$ cat src/rtl/par_pkg.sv
// Shared definitions for the 3-bit odd-parity serial link.
// Holds the FSM state encoding and the default bit period, used by both the
// receiver (parity_rx_3b) and the matching transmitter.
package par_pkg;

    // Default number of clk cycles per serial bit.
    localparam int CLKS_PER_BIT_DEF = 4;

    // Number of data bits in a frame.
    localparam int DATA_BITS = 3;

    typedef enum logic [2:0] {
        IDLE   = 3'd0,
        START  = 3'd1,
        DATA   = 3'd2,
        PARITY = 3'd3,
        STOP   = 3'd4,
        BREAK  = 3'd5
    } par_state_t;

endpackage

$ cat src/rtl/xnor_i3.sv
// Three-input XNOR gate. The receiver uses it to form the expected odd-parity
// bit from the three received data bits.
// Ports:
//   a, b, c : gate inputs
//   y       : ~(a ^ b ^ c)
module xnor_i3 (
    input  logic a,
    input  logic b,
    input  logic c,
    output logic y
);

    assign y = ~(a ^ b ^ c);

endmodule

$ cat src/rtl/parity_rx_3b.sv
// Serial receiver for frames of: start(0), d0, d1, d2, odd parity, stop(1).
// Every bit lasts CLKS_PER_BIT clk cycles. Bits are sampled near their middle,
// and the received frame is held behind a valid/ready handshake.
// Ports:
//   clk      : sole clock, rising edge
//   reset    : synchronous, active-high reset
//   rx       : serial line, idle high, already synchronous to clk
//   data     : received data bits d2..d0
//   par_err  : received parity differs from the expected odd parity
//   frm_err  : stop bit was sampled low
//   valid    : data/par_err/frm_err hold a frame not yet accepted
//   ready    : consumer accepts the held frame when valid & ready
//   overrun  : a new frame overwrote an unaccepted frame; sticky until handshake
//
// state  | meaning
// IDLE   | line idle, looking for rx = 0 (start edge)
// START  | waiting for the middle of the start bit to confirm it
// DATA   | sampling d0..d2 one bit period apart
// PARITY | sampling the parity bit
// STOP   | sampling the stop bit, frame delivered at this sample
// BREAK  | stop bit was low; waiting for rx = 1 before re-arming start detect
module parity_rx_3b
    import par_pkg::*;
#(
    parameter int CLKS_PER_BIT = CLKS_PER_BIT_DEF
) (
    input  logic       clk,
    input  logic       reset,
    input  logic       rx,
    output logic [2:0] data,
    output logic       par_err,
    output logic       frm_err,
    output logic       valid,
    input  logic       ready,
    output logic       overrun
);

    localparam int CW = (CLKS_PER_BIT > 2) ? $clog2(CLKS_PER_BIT) : 1;

    // Down-counter reload values: half a bit period to reach the start-bit
    // middle, then a full bit period between subsequent samples.
    localparam logic [CW-1:0] HALF_LAST = CW'(CLKS_PER_BIT / 2 - 1);
    localparam logic [CW-1:0] BIT_LAST  = CW'(CLKS_PER_BIT - 1);

    par_state_t      state, state_nxt;
    logic [CW-1:0]   cnt, cnt_nxt;
    logic [1:0]      bit_idx, bit_idx_nxt;
    logic [2:0]      shift, shift_nxt;
    logic            par_bit, par_bit_nxt;
    logic            load;
    logic            par_exp;
    logic            cnt_zero;

    assign cnt_zero = (cnt == '0);

    xnor_i3 u_par_exp (
        .a (shift[0]),
        .b (shift[1]),
        .c (shift[2]),
        .y (par_exp)
    );

    always_comb begin
        state_nxt   = state;
        cnt_nxt     = cnt;
        bit_idx_nxt = bit_idx;
        shift_nxt   = shift;
        par_bit_nxt = par_bit;
        load        = 1'b0;

        case (state)
            IDLE: begin
                if (!rx) begin
                    state_nxt   = START;
                    cnt_nxt     = HALF_LAST;
                    bit_idx_nxt = 2'd0;
                end
            end

            START: begin
                if (cnt_zero) begin
                    // A high line at mid start bit was only a glitch.
                    state_nxt = rx ? IDLE : DATA;
                    cnt_nxt   = BIT_LAST;
                end else begin
                    cnt_nxt = cnt - CW'(1);
                end
            end

            DATA: begin
                if (cnt_zero) begin
                    // LSB arrives first, so shift in from the top.
                    shift_nxt = {rx, shift[2:1]};
                    cnt_nxt   = BIT_LAST;
                    if (bit_idx == 2'(DATA_BITS - 1)) begin
                        state_nxt = PARITY;
                    end else begin
                        bit_idx_nxt = bit_idx + 2'd1;
                    end
                end else begin
                    cnt_nxt = cnt - CW'(1);
                end
            end

            PARITY: begin
                if (cnt_zero) begin
                    par_bit_nxt = rx;
                    cnt_nxt     = BIT_LAST;
                    state_nxt   = STOP;
                end else begin
                    cnt_nxt = cnt - CW'(1);
                end
            end

            STOP: begin
                if (cnt_zero) begin
                    load      = 1'b1;
                    cnt_nxt   = '0;
                    state_nxt = rx ? IDLE : BREAK;
                end else begin
                    cnt_nxt = cnt - CW'(1);
                end
            end

            BREAK: begin
                if (rx) begin
                    state_nxt = IDLE;
                end
            end

            default: begin
                state_nxt = IDLE;
                cnt_nxt   = '0;
            end
        endcase
    end

    always_ff @(posedge clk) begin
        if (reset) begin
            state   <= IDLE;
            cnt     <= '0;
            bit_idx <= 2'd0;
            shift   <= 3'b000;
            par_bit <= 1'b0;
            data    <= 3'b000;
            par_err <= 1'b0;
            frm_err <= 1'b0;
            valid   <= 1'b0;
            overrun <= 1'b0;
        end else begin
            state   <= state_nxt;
            cnt     <= cnt_nxt;
            bit_idx <= bit_idx_nxt;
            shift   <= shift_nxt;
            par_bit <= par_bit_nxt;

            if (load) begin
                data    <= shift;
                par_err <= par_bit ^ par_exp;
                frm_err <= ~rx;
                valid   <= 1'b1;
                // Overwriting an unaccepted frame is an overrun; a load that
                // coincides with the handshake replaces the frame cleanly.
                overrun <= valid & ~ready;
            end else if (valid && ready) begin
                valid   <= 1'b0;
                overrun <= 1'b0;
            end
        end
    end

endmodule

$ cat config.mk
export PLATFORM = sky130hd
export DESIGN_NAME = parity_rx_3b
export DESIGN_NICKNAME = d
export VERILOG_FILES = /design/src/rtl/par_pkg.sv /design/src/rtl/xnor_i3.sv /design/src/rtl/parity_rx_3b.sv
export SDC_FILE = /design/constraint.sdc
export NUM_CORES = 1
export LEC_CHECK = 0
export ABC_AREA = 1
export BUFFER_PORTS_ARGS = -buffer_cell sky130_fd_sc_hd__buf_2
export CAP_MARGIN = 40
export CORE_UTILIZATION = 55
export DETAILED_ROUTE_END_ITERATION = 10
export PLACE_DENSITY_LB_ADDON = 0.15
export SLEW_MARGIN = 10
export SYNTH_ARGS = -nofsm -noshare
export SYNTH_HDL_FRONTEND = slang
export SYNTH_SLANG_ARGS = --single-unit
$ cat constraint.sdc
create_clock -name clk -period 3.56 [get_ports clk]
set_clock_uncertainty 0.1 [all_clocks]
set_input_delay 0.534 -clock clk [delete_from_list [all_inputs] [get_ports clk]]
set_output_delay 0.534 -clock clk [all_outputs]
set_load 0.05 [all_outputs]
==> results.json <==
{
  "status": "complete, no violations",
  "yosys.area.top_type": "dfxtp_1",
  "cts_tree": "built",
  "drive_above_1_share": 0.168,
  "cts.sinks": 18,
  "yosys_warnings": 0,
  "die_width_um": 43.3,
  "hpwl_mm": 1.38,
  "numPortBuffers": 10,
  "period_share": 0.447,
  "ys.flop_type": "dfxtp_1",
  "pin_count": 11,
  "max-cap-violations": 0,
  "yosysMostFrequentCell": "nand2_1",
  "gr-total-overflow": 0,
  "fmax_ghz": 0.628,
  "yosys-top-cells-area": "dfxtp_1 (38%), nand2_1 (13%), a21oi_1 (6.9%), nor2_1 (6.8%), ha_1 (5.3%)",
  "die-area_um2": 1880,
  "syn_avg_cell_area_um2": 7.06,
  "dr.pass1.iters": 4,
  "critical-path-top-delay-family": "flip-flops",
  "synthesis.nets": 141,
  "ir_worst_vdd_mv": 0.426,
  "rows": 14,
  "cts_buffers": 3,
  "crit_fanout": 4,
  "ys_ff_latch": 18,
  "path_clk_slew_ps": 90,
  "h-tree-depth": 1,
  "end_kind": "primary output",
  "grt_pass1_wl_mm": 3.15,
  "setup_viol": 0,
  "cts_setup_buffers": 0,
  "startpoint_type": "register",
  "netlist.area_leader.share": 0.384,
  "routedWlPerCell_um": 11.4,
  "antenna_found_initial": 0,
  "cts-root-buf": "clkbuf_4",
  "dp.cells": 156,
  "final_cells": 159,
  "worst_slew_pin_slew_ps": 381,
  "clk_latency_ps": 290,
  "min_period_ps": 1590,
  "via_per_inst": 5.28,
  "leakagePower_uw": 0.000468,
  "fin_nets": 153,
  "synth_area_um2": 938,
  "finalWirelength_mm": 1.81,
  "yosysSeqAreaShare": 0.384,
  "clock_path_buffers": 2,
  "crit_type": "reg2out",
  "die_h_um": 43.3,
  "required_ps": 2930,
  "rsz0062_at_grt": "false",
  "hold_path_class": "reg2reg",
  "core_um2": 1540,
  "cts_hold_buf": 0,
  "start_util": 0.609,
  "syn_to_final_growth_pct": 8.13,
  "worstPathCellList": "buf_2",
  "max-slew-margin-rel": 0.745,
  "gp_congestion": 0.839,
  "slowest_stage": "dfxtp_1",
  "antenna_left": 0,
  "ys_types": 25,
  "crit_buf_inv": 1,
  "grt_max_degree": 13,
  "vias": 839,
  "num_antenna_cells": 0,
  "slew_viol_final": 0,
  "p_per_area_nw_per_um2": 722,
  "synth-async-reset-ratio": 0,
  "hold_viol": 0,
  "drc": 0,
  "post_cts_resized": 0,
  "grt_pass1_vias": 734,
  "grtUsageTotal": 0.222,
  "synthCells": 133,
  "synth_common_cells": "nand2_1 (32), dfxtp_1 (18), nor2_1 (17), a21oi_1 (13), inv_1 (12)",
  "drt_iter0_drc": 13,
  "cp_slowest_stage_delay_ps": 380,
  "worstPathArrival_ps": 960,
  "synth_edf_count": 0,
  "setup-tns-final_ps": 0
}
cell type report:
cell class / instances / area, µm²
fillers: 149 / 527
flip-flops and latches: 18 / 360
well taps: 16 / 20.0
inverters: 15 / 57.6
clock buffers: 3 / 22.5
multi-input cells: 97 / 504
repair buffers: 10 / 50.0
registers in the layout, indices dropped and copies added (netlist names):
name and cells:
data 3, state 3, frm_err 1, cnt 2, valid 1, par_err 1
par_bit 1, bit_idx 2, overrun 1, shift 3
where the power goes:
group | internal, µW | switching, µW
combinational | 115 | 227
clock | 39.4 | 59.2
sequential | 241 | 50.5
total | 396 | 337
metal layers:
metal / share of wire / global-route usage / wire length, µm
met1: 0.50 / 0.311 / 906
met2: 0.45 / 0.337 / 819
met3: 0.029 / 0.0383 / 53
met4: 0.017 / 0.0909 / 30
met5: 0 / 0 / 0
cell usage in the layout (no fill, tap or decap):
cell / n
a21oi_2: 1
nand3_1: 8
dfxtp_1: 18
nor2_1: 17
nand2_2: 3
nand3_2: 1
clkinv_2: 1
o31ai_1: 2
a21oi_1: 13
ha_1: 4
o21a_1: 1
xnor2_1: 2
nand4_1: 1
clkbuf_4: 3
xor2_1: 1
nand3b_1: 1
inv_1: 12
buf_2: 10
o21ai_0: 6
nor2_2: 2
inv_2: 2
nand2_1: 32
nor3_4: 1
or2_0: 1
cells by family after synthesis:
group / synth area share
and+or+nand+nor: 0.321
AOI/OAI and AO/OA: 0.135
buffers and inverters: 0.0787
DFF: 0.384
adders and majority gates: 0.0533
xor gates and xnor gates: 0.0280
worst paths after layout:
| check | from | end | slack (ps) | cells past startpoint |
|---|---|---|---|---|
| min reg2reg | frm_err$_SDFFE_PP0P_ | frm_err$_SDFFE_PP0P_ | 370 | 2 |
| min | frm_err$_SDFFE_PP0P_ | frm_err$_SDFFE_PP0P_ | 370 | 2 |
| max | valid$_SDFFE_PP0P_ | valid | 1970 | 1 |
| max reg2reg | cnt[0]$_SDFFE_PP0P_ | state[2]$_SDFFE_PP0P_ | 2000 | 10 |
metrics by stage:
stage	hold WS (ps)	power (µW)	instance area (µm²)	setup slack, ps	util
floorplan	335	579	938	2100	-
finish	365	733	1010	1970	0.658
global placement	347	621	992	2070	0.644
detailed placement	352	637	992	2030	0.644
CTS	367	738	1010	1960	0.658
global route	389	806	1010	1810	0.658
Power figures use the tool's default switching activity.
